<file path="src/rtl/booth_div_pkg.sv">
// booth_div_pkg: state encoding, size defaults and sign helpers shared by the divider
package booth_div_pkg;
  localparam int W_DEF = 16;
  localparam int BPC_DEF = 2;
  typedef enum logic [2:0] {IDLE, PRE, ITER, FIX, DONE} state_t;
  function automatic logic [63:0] abs_n(input logic [63:0] x, input int n);
    logic [63:0] m;
    m = (n >= 64) ? '1 : (64'd1 << n) - 64'd1;
    return (x[n-1] ? ~x + 64'd1 : x) & m;
  endfunction
  function automatic logic [63:0] abs_2w(input logic [63:0] x, input int w);
    return abs_n(x, 2 * w);
  endfunction
  function automatic logic [63:0] abs_w(input logic [63:0] x, input int w);
    return abs_n(x, w);
  endfunction
  function automatic logic [63:0] saturate(input logic s, input int w);
    return s ? 64'd1 << (w - 1) : (64'd1 << (w - 1)) - 64'd1;
  endfunction
endpackage

</file>
<file path="src/rtl/booth_div_step.sv">
// booth_div_step: one combinational restoring step, shifts in a dividend bit and trial-subtracts |divisor|
module booth_div_step #(
  parameter int W = 16
) (
  input  logic [W:0]   rem,
  input  logic         bit_in,
  input  logic [W-1:0] dvs,
  output logic [W:0]   rem_n,
  output logic         q
);
  logic [W:0] shifted;
  assign shifted = {rem[W-1:0], bit_in};
  assign q = {rem, bit_in} >= {2'b0, dvs};
  assign rem_n = q ? shifted - {1'b0, dvs} : shifted;
endmodule

</file>
<file path="src/rtl/booth_quotient_divider.sv">
// booth_quotient_divider: sequential signed 2W/W restoring divider, BPC quotient bits per cycle, valid/ready on both sides
module booth_quotient_divider
  import booth_div_pkg::*;
#(
  parameter int W = W_DEF,
  parameter int BPC = BPC_DEF
) (
  input  logic           clk,
  input  logic           rst,
  input  logic           in_valid,
  output logic           in_ready,
  input  logic [2*W-1:0] dividend,
  input  logic [W-1:0]   divisor,
  output logic           out_valid,
  input  logic           out_ready,
  output logic [W-1:0]   quotient,
  output logic [W-1:0]   remainder,
  output logic           ovf,
  output logic           dbz
);
  localparam int CW = $clog2(W / BPC + 1);
  state_t state, state_n;
  logic [2*W-1:0] nrm;
  logic [W-1:0] dvs, sh, sh_n;
  logic [W:0] rem;
  logic [W:0] rc [BPC+1];
  logic [BPC-1:0] qb;
  logic [CW-1:0] cnt;
  logic sign_q, sign_r, pre_ovf, fix_ovf;
  assign rc[0] = rem;
  for (genvar g = 0; g < BPC; g++) begin : g_step
    booth_div_step #(.W(W)) u_step (
      .rem(rc[g]),
      .bit_in(sh[W-1-g]),
      .dvs(dvs),
      .rem_n(rc[g+1]),
      .q(qb[BPC-1-g])
    );
  end
  assign sh_n = {sh[W-1-BPC:0], qb};
  assign pre_ovf = nrm[2*W-1:W] >= dvs;
  assign fix_ovf = sign_q ? sh > {1'b1, {(W-1){1'b0}}} : sh[W-1];
  assign in_ready = state == IDLE;
  assign out_valid = state == DONE;
  always_ff @(posedge clk) state <= rst ? IDLE : state_n;
  always_comb begin
    state_n = state;
    case (state)
      IDLE: state_n = in_valid ? PRE : IDLE;
      PRE: state_n = (dvs == '0 || pre_ovf) ? DONE : ITER;
      ITER: state_n = cnt == '0 ? FIX : ITER;
      FIX: state_n = DONE;
      DONE: state_n = out_ready ? IDLE : DONE;
      default: state_n = IDLE;
    endcase
  end
  always_ff @(posedge clk) begin
    if (rst) begin
      quotient <= '0;
      remainder <= '0;
      ovf <= 1'b0;
      dbz <= 1'b0;
    end else begin
      case (state)
        IDLE: if (in_valid) begin
          nrm <= (2*W)'(abs_2w(64'(dividend), W));
          dvs <= W'(abs_w(64'(divisor), W));
          sign_q <= dividend[2*W-1] ^ divisor[W-1];
          sign_r <= dividend[2*W-1];
        end
        PRE: if (dvs == '0) begin
          dbz <= 1'b1;
          ovf <= 1'b0;
          quotient <= W'(saturate(sign_r, W));
          remainder <= sign_r ? -nrm[W-1:0] : nrm[W-1:0];
        end else if (pre_ovf) begin
          dbz <= 1'b0;
          ovf <= 1'b1;
          quotient <= W'(saturate(sign_q, W));
          remainder <= '0;
        end else begin
          rem <= {1'b0, nrm[2*W-1:W]};
          sh <= nrm[W-1:0];
          cnt <= CW'(W / BPC - 1);
        end
        ITER: begin
          rem <= rc[BPC];
          sh <= sh_n;
          cnt <= cnt - 1'b1;
        end
        FIX: begin
          dbz <= 1'b0;
          ovf <= fix_ovf;
          quotient <= fix_ovf ? W'(saturate(sign_q, W)) : sign_q ? -sh : sh;
          remainder <= fix_ovf ? '0 : sign_r ? -rem[W-1:0] : rem[W-1:0];
        end
        default: ;
      endcase
    end
  end
endmodule

</file>
<file path="config.mk">
export PLATFORM = sky130hd
export DESIGN_NAME = booth_quotient_divider
export DESIGN_NICKNAME = d
export VERILOG_FILES = /design/src/rtl/booth_div_pkg.sv /design/src/rtl/booth_div_step.sv /design/src/rtl/booth_quotient_divider.sv
export SDC_FILE = /design/constraint.sdc
export NUM_CORES = 1
export LEC_CHECK = 0
export ABC_AREA = 1
export ABC_CLOCK_PERIOD_IN_PS = 4200
export CORE_MARGIN = 10
export CORE_UTILIZATION = 54
export DETAILED_ROUTE_END_ITERATION = 6
export PLACE_DENSITY_LB_ADDON = 0.2
export SLEW_MARGIN = 20
export SYNTH_ARGS = -nofsm -noshare
export SYNTH_HDL_FRONTEND = slang
export SYNTH_HIERARCHICAL = 1
export SYNTH_SLANG_ARGS = --single-unit
</file>
<file path="constraint.sdc">
create_clock -name clk -period 4.2 [get_ports clk]
set_input_delay 0.84 -clock clk [delete_from_list [all_inputs] [get_ports clk]]
set_output_delay 0.84 -clock clk [all_outputs]
set_load 0.01 [all_outputs]
</file>
==> PnR_summary.wiki, run 1 <==
{| class="wikitable"
! Metric !! Value
|-
| Total grt overflow || 0
|-
| Cell with the largest stage delay on the worst path || sky130_fd_sc_hd__fa_1
|-
| CP Data Arrival Time || 4.31 ns
|-
| Pin slew with the least headroom to its limit || 0.7516 ns
|-
| Max H-tree Level || 4
|-
| Final-report hold violation count || 0
|-
| Synthesized netlist cell count || 1562
|-
| Post-route total power || 4.170 mW
|-
| Met3 routed WL || 3259 um
|-
| Placeable core area || 0.01940 mm2
|-
| Number of buffers created by CTS || 17
|-
| Buffer levels on the longest clock path || 2
|-
| Ratio of cells with drive above 1 in the final layout || 0.09959
|-
| Warning count from the yosys run || 6
|-
| 1st-iter DRT viols || 1083
|-
| Boundary Pins || 88
|-
| Type of the worst setup path || flop to flop
|-
| Highest signal layer in the routed design || met4
|-
| Startpoint types || flop
|-
| CTS sink cnt || 124
|-
| Total setup violations reported at the end of the flow || 0
|-
| Clock tree from TritonCTS || yes
|-
| Pin count of the biggest net entering global routing || 55
|-
| Number of antenna violations at the first check in global routing || 0
|-
| Post-route ant nets || 0
|-
| Root Buffer Master || sky130_fd_sc_hd__clkbuf_16
|-
| Non-filler cells in the finished layout || 1952
|-
| Power per Cell Area || 330.7 mW/mm2
|-
| Sequential element share of the synthesized area || 0.3160
|-
| Most common cell after layout, fill and taps aside || sky130_fd_sc_hd__nand2_1
|-
| Primary flip-flop cell chosen by synthesis mapping || sky130_fd_sc_hd__edfxtp_1
|-
| Vias in the first global route || 9814
|-
| Detailed-route wire length on metal 1 || 13200 um
|-
| Post-synthesis register bit count || 124
|-
| Worst vdd rail ir drop || 0.3118 mV
|-
| Post-layout net count || 1783
|-
| Total via count in the routed design || 10590
|-
| Maximum single-stage delay on the critical path || 0.49 ns
|-
| Count of distinct cell types in the synthesized netlist || 46
|-
| Max Freq || 246.9 MHz
|-
| Max_cap viols || 0
|-
| Worst endpoint required time || 4.46 ns
|-
| Die Wd || 160.2 um
|-
| Routed via count divided by cell count || 5.425
|-
| Result of the run || complete, no violations
|-
| Number of iterations in the first detailed-routing pass || 6
|-
| Detailed Route WL || 32160 um
|-
| Leakage power figure || 6.229 nW
|-
| Ys async rst share || 0
|-
| Core Rows || 51
|-
| Most used cell, CP || sky130_fd_sc_hd__nand2_1
|-
| Final critical path time including I/O delays and setup || 4.050 ns
|-
| Util after Layout || 0.6500
|-
| Overall Global Routing Usage || 0.2385
|-
| Clock-pin transition on the worst setup and hold timing paths || 0.06 ns
|-
| HPWL Detailed || 25000 um
|-
| Worst hold-check path type || flop to flop
|-
| Clock network latency to the later pin of the worst-skew pair || 0.42 ns
|-
| Max-slew violation total from the final report || 0
|-
| Overall die height || 160.2 um
|-
| Number of inserted filler cells in the final layout || 1737
|-
| Average cell area after synthesis || 6.793 um2
|-
| Wire length of the first global-routing pass || 49610 um
|-
| Summed instance area of the synthesized netlist || 0.01061 mm2
|-
| Area of the die || 0.02566 mm2
|-
| Element type at the critical path end || flop
|-
| I/O Buffers || 87
|-
| Net count of the mapped netlist || 1671
|-
| Worst-path maximum fanout || 19
|-
| Setup Skew || 0.01130 ns
|-
| Placed cells || 1903
|-
| Starting utilization of the core area || 0.5470
|-
| Layout overhead on the synthesized area || 18.82%
|-
| Met2 Wirelength || 14480 um
|-
| Final worst path period share || 0.9643
|-
| Routability congestion estimate from global placement || 1.017
|-
| Most frequent cells in the layout || 465 x sky130_fd_sc_hd__nand2_1, 247 x sky130_fd_sc_hd__inv_1, 168 x sky130_fd_sc_hd__nor2_1
|-
| Post-synth EDFFs || 87
|-
| DRC violation count after routing || 0
|-
| Mean routed wirelength per cell || 16.47 um
|-
| Total inserted antenna cells || 0
|-
| Chain of cells forming the critical path || ha_1 > inv_1 > fa_1 > nand3_1 > nand3_2 > nand2_4 > nand3_2 > buf_4 > nand2_2 > nand2_1 > ha_1 > nand2_1 > inv_1 > nand2_1 > nand2_1 > a21oi_4 > buf_4 > nand4_1 > nand2_1 > nand2_1 > o21ai_0
|-
| Max transition margin || 0.4984
|}
-- cell families (layout without fill, tap and decap cells) --
family	Yosys count	count (layout)	share of synthesized area
AOI/OAI and AO/OA	156	156	0.08277
buffers and inverters	294	413	0.1137
and+or+nand+nor	857	863	0.3579
xor gates and xnor gates	74	74	0.06108
DFF	124	124	0.3160
adders and majority gates	57	57	0.06862
-- Yosys cell counts (6+ instances only) --
cell,count,area [um2]
sky130_fd_sc_hd__nand4_1,50,312.8
sky130_fd_sc_hd__inv_2,7,26.28
sky130_fd_sc_hd__nor2_1,170,638.1
sky130_fd_sc_hd__nand3_1,76,380.4
sky130_fd_sc_hd__inv_1,247,927.1
sky130_fd_sc_hd__xnor2_1,13,113.9
sky130_fd_sc_hd__dfxtp_1,37,740.7
sky130_fd_sc_hd__o21ai_0,90,450.4
sky130_fd_sc_hd__a21oi_1,37,185.2
sky130_fd_sc_hd__buf_4,6,45.04
sky130_fd_sc_hd__nor3_1,18,90.09
sky130_fd_sc_hd__edfxtp_1,87,2613
sky130_fd_sc_hd__buf_2,10,50.05
sky130_fd_sc_hd__nand2_2,35,219.0
sky130_fd_sc_hd__nand2_1,465,1745
sky130_fd_sc_hd__xor2_1,61,534.3
sky130_fd_sc_hd__clkbuf_1,16,60.06
sky130_fd_sc_hd__nor2_4,6,67.56
sky130_fd_sc_hd__nand3b_1,6,45.04
sky130_fd_sc_hd__a21oi_2,7,61.31
sky130_fd_sc_hd__ha_1,55,688.2
-- state kept, by name (all words and copies together), names as in the netlist --
| register | cells |
|---|---|
| sign_q | 1 |
| dvs | 16 |
| dbz | 1 |
| quotient | 16 |
| rem | 17 |
| state | 3 |
| nrm | 32 |
| ovf | 1 |
| sh | 16 |
| sign_r | 1 |
| cnt | 4 |
| remainder | 16 |
-- where the power goes --
| group | switching (mW) | internal [mW] | leakage (nW) |
|---|---|---|---|
| clock network | 0.579 | 0.899 | 0.299 |
| logic | 0.793 | 0.442 | 4.83 |
| registers | 0.0610 | 1.40 | 1.10 |
-- critical path: cells and delay by family (launching register included) --
kind | cells | cell delay [ns]
AOI/OAI and AO/OA | 2 | 0.35
and+or+nand+nor | 12 | 1.46
buffers and inverters | 4 | 0.58
DFF | 1 | 0.47
adders and majority gates | 3 | 1.02
-- layout make-up --
cell class                 count  area [um2]  share of cell area
clock inverter                12       118.9            0.009427
multi-input combinational   1150        6177              0.4899
sequential                   124        3353              0.2660
inverter                     255       959.7             0.07611
clock buffer                  20       479.2             0.03801
timing repair buffer         126        1189             0.09427
tap                          265       331.6             0.02630
-- through the flow --
| stage | setup slack [ns] | TNS (ns) | instance area (um2) | hold slack (ns) |
|---|---|---|---|---|
| 2_1_floorplan | 0.6686 | 0 | 10620 | 0.4858 |
| 3_3_place_gp | 0.1307 | 0 | 11800 | 0.4566 |
| 3_5_place_dp | 0.08235 | 0 | 11800 | 0.4590 |
| 4_1_cts | 0.07806 | 0 | 12400 | 0.4688 |
| 5_1_grt | -0.01657 | -0.03705 | 12610 | 0.5046 |
| 6_report | 0.1501 | 0 | 12610 | 0.4640 |
-- layer usage --
layer  track usage  vias to the layer above
met5             0                        -
met4        0.1014                        0
met3       0.05758                      101
met2        0.3823                      531
met1        0.3003                     4751
li1              -                     5206
-- final timing paths --
kind | start | endpoint | slack, ns | depth (start not counted)
worst min-delay path | quotient[15] | quotient[15] | 0.46 | 2
worst min register to register | quotient[15] | quotient[15] | 0.46 | 2
worst max-delay path | dvs[0] | rem[0] | 0.15 | 21
worst max register to register | dvs[0] | rem[0] | 0.15 | 21
-- timing repair --
action / in CTS / in global routing
setup endpoints to repair: 0 / 18
setup buffers: 0 / 11
hold buffers: 0 / 0
gates resized for setup: 0 / 6
Note: power is estimated with default switching activity, not from simulation.
==> run 2: changes to the inputs <==
--- a/config.mk
+++ b/config.mk
@@ -11,7 +11,7 @@
 export CORE_UTILIZATION = 54
 export DETAILED_ROUTE_END_ITERATION = 6
 export PLACE_DENSITY_LB_ADDON = 0.2
-export SLEW_MARGIN = 20
+export SLEW_MARGIN = 5
 export SYNTH_ARGS = -nofsm -noshare
 export SYNTH_HDL_FRONTEND = slang
 export SYNTH_HIERARCHICAL = 1
==> results of run 2 <==
Same layout as run 1: the final DEF is identical, and so are final timing and power.
